$ cat src/rtl/field_pkg.sv
// Shared playfield constants, colour-index type and palette lookup for the field renderer.
package field_pkg;

    localparam int unsigned ColorW       = 3;
    localparam int unsigned FieldCols    = 10;
    localparam int unsigned FieldRows    = 20;
    localparam int unsigned NumCells     = FieldCols * FieldRows;
    localparam int unsigned BorderPx     = 4;

    localparam int unsigned DefHActive   = 1024;
    localparam int unsigned DefVActive   = 768;
    localparam int unsigned DefFieldX0   = 352;
    localparam int unsigned DefFieldY0   = 64;
    localparam int unsigned DefCellShift = 5;

    typedef logic [ColorW-1:0] color_idx_t;
    typedef logic [23:0]       rgb_t;

    typedef enum logic [1:0] {
        RegionOutside,
        RegionBorder,
        RegionField
    } region_e;

    function automatic rgb_t palette(input color_idx_t idx);
        rgb_t rgb;
        case (idx)
            3'd0:    rgb = 24'h202020;
            3'd1:    rgb = 24'h00FFFF;
            3'd2:    rgb = 24'hFFFF00;
            3'd3:    rgb = 24'hA000F0;
            3'd4:    rgb = 24'h00FF00;
            3'd5:    rgb = 24'hFF0000;
            3'd6:    rgb = 24'h0000FF;
            default: rgb = 24'hFFA500;
        endcase
        return rgb;
    endfunction

endpackage

$ cat src/rtl/field_cell_ram.sv
// Playfield cell store: 200 colour indices, one write port, combinational read-first lookup.
module field_cell_ram
    import field_pkg::*;
(
    input  logic              clk_i,
    input  logic              rst_i,
    input  logic              we_i,
    input  logic [7:0]        waddr_i,
    input  logic [ColorW-1:0] wdata_i,
    input  logic [7:0]        raddr_i,
    output logic [ColorW-1:0] rdata_o
);

    color_idx_t cells_q [NumCells];

    always_ff @(posedge clk_i) begin
        if (rst_i) begin
            for (int i = 0; i < NumCells; i++) begin
                cells_q[i] <= '0;
            end
        end else if (we_i && (waddr_i < 8'(NumCells))) begin
            cells_q[waddr_i] <= wdata_i;
        end
    end

    // Read returns the pre-edge contents, so a same-cycle write is seen by the next lookup.
    assign rdata_o = (raddr_i < 8'(NumCells)) ? cells_q[raddr_i] : '0;

endmodule

$ cat src/rtl/field_render.sv
// Raster pixel streamer: coordinate counter, cell lookup stage, colour register stage.
module field_render
    import field_pkg::*;
#(
    parameter int unsigned H_ACTIVE   = DefHActive,
    parameter int unsigned V_ACTIVE   = DefVActive,
    parameter int unsigned FIELD_X0   = DefFieldX0,
    parameter int unsigned FIELD_Y0   = DefFieldY0,
    parameter int unsigned CELL_SHIFT = DefCellShift
) (
    input  logic              Clock,
    input  logic              Reset,
    input  logic              CellWen,
    input  logic [7:0]        CellAddr,
    input  logic [ColorW-1:0] CellData,
    output logic [23:0]       Video,
    output logic              VideoValid,
    input  logic              VideoReady,
    output logic              FrameDone
);

    localparam int unsigned XW     = (H_ACTIVE > 1) ? $clog2(H_ACTIVE) : 1;
    localparam int unsigned YW     = (V_ACTIVE > 1) ? $clog2(V_ACTIVE) : 1;
    localparam int unsigned FieldW = FieldCols << CELL_SHIFT;
    localparam int unsigned FieldH = FieldRows << CELL_SHIFT;

    logic [XW-1:0] x_q, x_d;
    logic [YW-1:0] y_q, y_d;
    logic          last_px;

    logic          s1_valid_q;
    region_e       s1_region_q;
    color_idx_t    s1_cell_q;
    logic          s1_last_q;

    rgb_t          video_q, pix_d;
    logic          vid_valid_q;
    logic          vid_last_q;
    logic          frame_done_q;

    logic          advance;
    logic [31:0]   px, py, cell_col, cell_row;
    logic          in_field, in_ring;
    region_e       region;
    logic [7:0]    lookup_addr;
    color_idx_t    cell_rd;

    assign advance = VideoReady | ~vid_valid_q;
    assign last_px = (x_q == XW'(H_ACTIVE - 1)) && (y_q == YW'(V_ACTIVE - 1));

    always_comb begin
        x_d = x_q + 1'b1;
        y_d = y_q;
        if (x_q == XW'(H_ACTIVE - 1)) begin
            x_d = '0;
            y_d = (y_q == YW'(V_ACTIVE - 1)) ? '0 : y_q + 1'b1;
        end
    end

    assign px = 32'(x_q);
    assign py = 32'(y_q);

    assign in_field = (px >= FIELD_X0) && (px < FIELD_X0 + FieldW) &&
                      (py >= FIELD_Y0) && (py < FIELD_Y0 + FieldH);
    // Offsets added on the pixel side so the left/top ring test cannot underflow.
    assign in_ring  = (px + BorderPx >= FIELD_X0) && (px < FIELD_X0 + FieldW + BorderPx) &&
                      (py + BorderPx >= FIELD_Y0) && (py < FIELD_Y0 + FieldH + BorderPx);

    assign cell_col    = (px - FIELD_X0) >> CELL_SHIFT;
    assign cell_row    = (py - FIELD_Y0) >> CELL_SHIFT;
    assign lookup_addr = in_field ? 8'(cell_row * FieldCols + cell_col) : 8'd0;

    always_comb begin
        region = RegionOutside;
        if (in_field) begin
            region = RegionField;
        end else if (in_ring) begin
            region = RegionBorder;
        end
    end

    field_cell_ram u_cell_ram (
        .clk_i   (Clock),
        .rst_i   (Reset),
        .we_i    (CellWen),
        .waddr_i (CellAddr),
        .wdata_i (CellData),
        .raddr_i (lookup_addr),
        .rdata_o (cell_rd)
    );

    always_comb begin
        case (s1_region_q)
            RegionField:  pix_d = palette(s1_cell_q);
            RegionBorder: pix_d = 24'hFFFFFF;
            default:      pix_d = 24'h000000;
        endcase
    end

    always_ff @(posedge Clock) begin
        if (Reset) begin
            x_q          <= '0;
            y_q          <= '0;
            s1_valid_q   <= 1'b0;
            s1_region_q  <= RegionOutside;
            s1_cell_q    <= '0;
            s1_last_q    <= 1'b0;
            video_q      <= '0;
            vid_valid_q  <= 1'b0;
            vid_last_q   <= 1'b0;
            frame_done_q <= 1'b0;
        end else begin
            frame_done_q <= vid_valid_q & VideoReady & vid_last_q;
            if (advance) begin
                x_q         <= x_d;
                y_q         <= y_d;
                s1_valid_q  <= 1'b1;
                s1_region_q <= region;
                s1_cell_q   <= cell_rd;
                s1_last_q   <= last_px;
                vid_valid_q <= s1_valid_q;
                video_q     <= pix_d;
                vid_last_q  <= s1_valid_q & s1_last_q;
            end
        end
    end

    assign Video      = video_q;
    assign VideoValid = vid_valid_q;
    assign FrameDone  = frame_done_q;

endmodule

$ cat config.mk
export PLATFORM = sky130hd
export DESIGN_NAME = field_render
export DESIGN_NICKNAME = d
export VERILOG_FILES = /design/src/rtl/field_pkg.sv /design/src/rtl/field_cell_ram.sv /design/src/rtl/field_render.sv
export SDC_FILE = /design/constraint.sdc
export NUM_CORES = 1
export LEC_CHECK = 0
export ABC_AREA = 1
export CAP_MARGIN = 20
export CORE_ASPECT_RATIO = 1.2
export CORE_MARGIN = 5
export CORE_UTILIZATION = 55
export CTS_CLUSTER_SIZE = 20
export DETAILED_ROUTE_END_ITERATION = 16
export PLACE_DENSITY_LB_ADDON = 0.08
export RECOVER_POWER = 25
export SYNTH_ARGS = -nofsm -noshare
export SYNTH_HDL_FRONTEND = slang
export SYNTH_HIERARCHICAL = 1
export SYNTH_SLANG_ARGS = --single-unit
$ cat constraint.sdc
create_clock -name Clock -period 4.98 [get_ports Clock]
set_input_delay 0.498 -clock Clock [delete_from_list [all_inputs] [get_ports Clock]]
set_output_delay 0.498 -clock Clock [all_outputs]
set_load 0.005 [all_outputs]
==> out/results.tsv <==
stage	metric	value	unit
critical_path	critical path startpoint category	flop	
yosys	Synth Flop Type	edfxtp_1	
cells_and_area	share of cells above drive strength 1	0.0549	
critical_path	Worst setup EP type	flop	
sta	RSZ-0062 raised after global routing	no	
yosys	ranking of synthesized cells by area	edfxtp_1 (59%), nand2_1 (13%), nor2_1 (8.7%), nand3_1 (6.1%), dfxtp_1 (2.1%)	
cells_and_area	ANT cells	0	
worst_hold_path	Hold Path Class	reg -> reg	
clock_tree	Max clock buf depth	3	
yosys	cell type with the largest total area after synthesis	edfxtp_1	
grt	largest net degree at the start of global routing	135	
cells_and_area	Area growth syn-to-layout	10.2	%
grt	antenna violations before repair	0	
grt	vias in the first global route	27100	
grt	global route overflow	0	
clock_tree	# hold bufs at CTS	0	
critical_path	crit path kind	reg -> reg	
drt	DRT Wirelength	94.5	mm
placed_design	final RePlAce weighted congestion	0.860	
critical_path	CP Max Fanout	16	
sta	count of final hold-check violations	0	
sta	Slew headroom	-0.441	
sta	min Tclk post-route	4.25	ns
yosys	Mapped Avg Cell Area	9.05	um2
clock_tree	worst skew pair latency	0.62	ns
clock_tree	CTS-repair resized insts	0	
yosys	Seq cells post-synth	759	
pwr	VDD IR max	0.321	mV
cells_and_area	Net count, final	4093	
drt	vias per std cell	5.60	
critical_path	WP data arrival	4.71	ns
critical_path	Critical Path RT	5.44	ns
clock_tree	clk root buf	clkbuf_16	
yosys	post-synthesis sequential area ratio	0.614	
drt	Vias	27800	
yosys	FFs w/ async S/R, synth	0	
pwr	Power Dens Cells	342	nW/um2
drt	initial drt markers	2475	
sta	Tcrit/Tclk final	0.853	
clock_tree	CTS Sinks	759	
outcome	failing checks	capacitance limit, slew limit	
yosys	Yosys top cell area share	0.593	
yosys	Distinct cells, synth	44	
critical_path	Reg2Reg Launch Point	y_q[6]	
die	IO Count	41	
grt	first-pass GRT wire length	148	mm
die	Core ar.	65700	um2
worst_hold_path	hold path start	vid_last_q	
placed_design	I/O Buffers	40	
clock_tree	htree depth	3	
pwr	Leak	16.0	nW
clock_tree	CTS tree	yes	
yosys	Post-synth EDFFs	720	
grt	total track usage	0.262	
yosys	Yosys warning count	6	
yosys	Post-Syn Instances	4030	
die	die width	245	um
yosys	mapped cell area	36500	um2
run	max cap viols	9	
drt	drt pass-1 iters	6	
cells_and_area	Finished Cell Area	40200	um2
placed_design	Area after DPL	37800	um2
die	starting density of the core	0.555	
sta	clk_skew	0.0171	ns
outcome	status	finished with violations	
sta	Slew @ Worst Pin	2.16	ns
die	DIE HEIGHT	292	um
drt	DRT antenna net count	0	
placed_design	detailed placement HPWL	57.2	mm
clock_tree	total CTS buffers	80	
critical_path	crit path from	y_q[6]	
clock_tree	setup repair bufs after CTS	0	
sta	max-slew violations	340	
die	die area	71600	um2
die	site row count	103	
clock_tree	Worst-path clk slew	0.06	ns
drt	wire per inst	19.1	um
sta	# setup viols final	0	
sta	FMAX	235	MHz
drt	DRC viols	0	
sta	TNS Setup	0	ns
==> worst paths after layout <==
kind / endpoint / slack (ns) / cells after the start
worst max-delay path: s1_cell_q[0] / 0.73 / 20
worst min-delay path: FrameDone / 0.44 / 2
worst max register to register: s1_cell_q[0] / 0.73 / 20
worst min register to register: FrameDone / 0.44 / 2
==> cell usage in the layout, fill, tap and decap left out, types with 3 or more instances in the layout <==
| cell type | count |
|---|---|
| o22ai_1 | 22 |
| inv_6 | 11 |
| nor2_4 | 6 |
| clkdlybuf4s50_1 | 9 |
| xor2_1 | 14 |
| a21oi_1 | 57 |
| o211ai_1 | 22 |
| dfxtp_1 | 39 |
| clkbuf_1 | 25 |
| ha_1 | 22 |
| nand2_1 | 1234 |
| nor4_2 | 4 |
| buf_12 | 13 |
| conb_1 | 120 |
| dlygate4sd3_1 | 29 |
| nor3_1 | 13 |
| clkinv_2 | 19 |
| clkbuf_16 | 81 |
| nand2_2 | 4 |
| edfxtp_1 | 720 |
| inv_1 | 105 |
| nor2_1 | 837 |
| nand3_1 | 447 |
| nand4_1 | 3 |
| o31ai_1 | 3 |
| clkinv_1 | 15 |
| nor2_2 | 12 |
| buf_4 | 49 |
| o21ai_1 | 5 |
| o21ai_0 | 133 |
| bufinv_16 | 6 |
==> state kept, by name (all words and copies together) (netlist names), 2 cells and up <==
signal	count
Video	9
y_q	10
u_cell_ram/cells_q	720
s1_cell_q	3
x_q	10
s1_region_q	2
==> synth_stat cells, types with 5 or more instances <==
cell type,count
buf_1,9
edfxtp_1,720
a21oi_1,59
nor2_1,849
inv_2,5
nor3_1,14
o21ai_1,5
o22ai_1,22
clkbuf_1,126
buf_4,27
nand3_1,447
buf_2,114
nand2_1,1233
nor4_1,5
o21ai_0,133
nand2_2,5
inv_1,109
ha_1,22
xor2_1,14
buf_6,16
o211ai_1,21
dfxtp_1,39
==> through the flow <==
stage	hold slack, ns	utilization	setup WS (ns)	cells	power, mW
final	0.442	0.612	0.732	4956	13.7
after global routing	0.468	0.612	0.341	4956	14.2
after global placement	0.440	0.575	0.878	4812	8.12
after CTS	0.443	0.613	0.779	4956	13.8
after floorplan	0.422	-	1.30	4149	7.90
after detailed placement	0.439	0.575	0.808	4812	8.13
==> layout make-up <==
type / count / area (um2)
Multi-Input combinational cell: 2983 / 12700
Timing Repair Buffer: 115 / 1070
Clock inverter: 48 / 400
Clock buffer: 96 / 2100
Fill cell: 5736 / 25500
Inverter: 115 / 467
Sequential cell: 759 / 22400
Tap cell: 840 / 1050
==> per-layer routing <==
layer  global-route usage  part of all wire  vias up  wire [um]
li1                     -                 -    13300          -
met1                0.327              0.39    13300      37100
met3               0.0432             0.071      180       6740
met5                    0                 0        -          0
met4               0.0880             0.033        0       3090
met2                0.467              0.50      958      47700
==> cell families (layout without fill, tap and decap cells) <==
| logic type | after synthesis | in the layout | share of synthesized area |
|---|---|---|---|
| and+or+nand+nor | 2572 | 2572 | 0.284 |
| DFF | 759 | 759 | 0.614 |
| buffers and inverters | 407 | 374 | 0.0519 |
| AOI/OAI and AO/OA | 251 | 251 | 0.0375 |
| adders and majority gates | 24 | 24 | 0.00865 |
| xor gates and xnor gates | 16 | 16 | 0.00384 |
| other | 1 | 120 | 0.000103 |
==> worst max-delay path, stage by stage, from the launching register on <==
cell and delay, ns:
dfxtp_1 0.41, inv_1 0.20, ha_1 0.28, xor2_1 0.21
ha_1 0.27, ha_1 0.22, fa_1 0.49, ha_1 0.32
nand2_1 0.10, nand2_1 0.07, a31oi_2 0.15, buf_4 0.24
clkinv_1 0.30, a21oi_1 0.21, nand3_1 0.09, nand3_1 0.09
nand2_1 0.06, nand2_1 0.10, a21oi_1 0.08, o21ai_0 0.16
a21oi_1 0.06
==> where the power goes <==
part,internal (mW),total (mW),switching [mW]
logic,0.132,0.580,0.447
clock network,3.32,5.74,2.42
registers,7.32,7.41,0.0930
No activity file was read; power rests on OpenSTA's default activity.
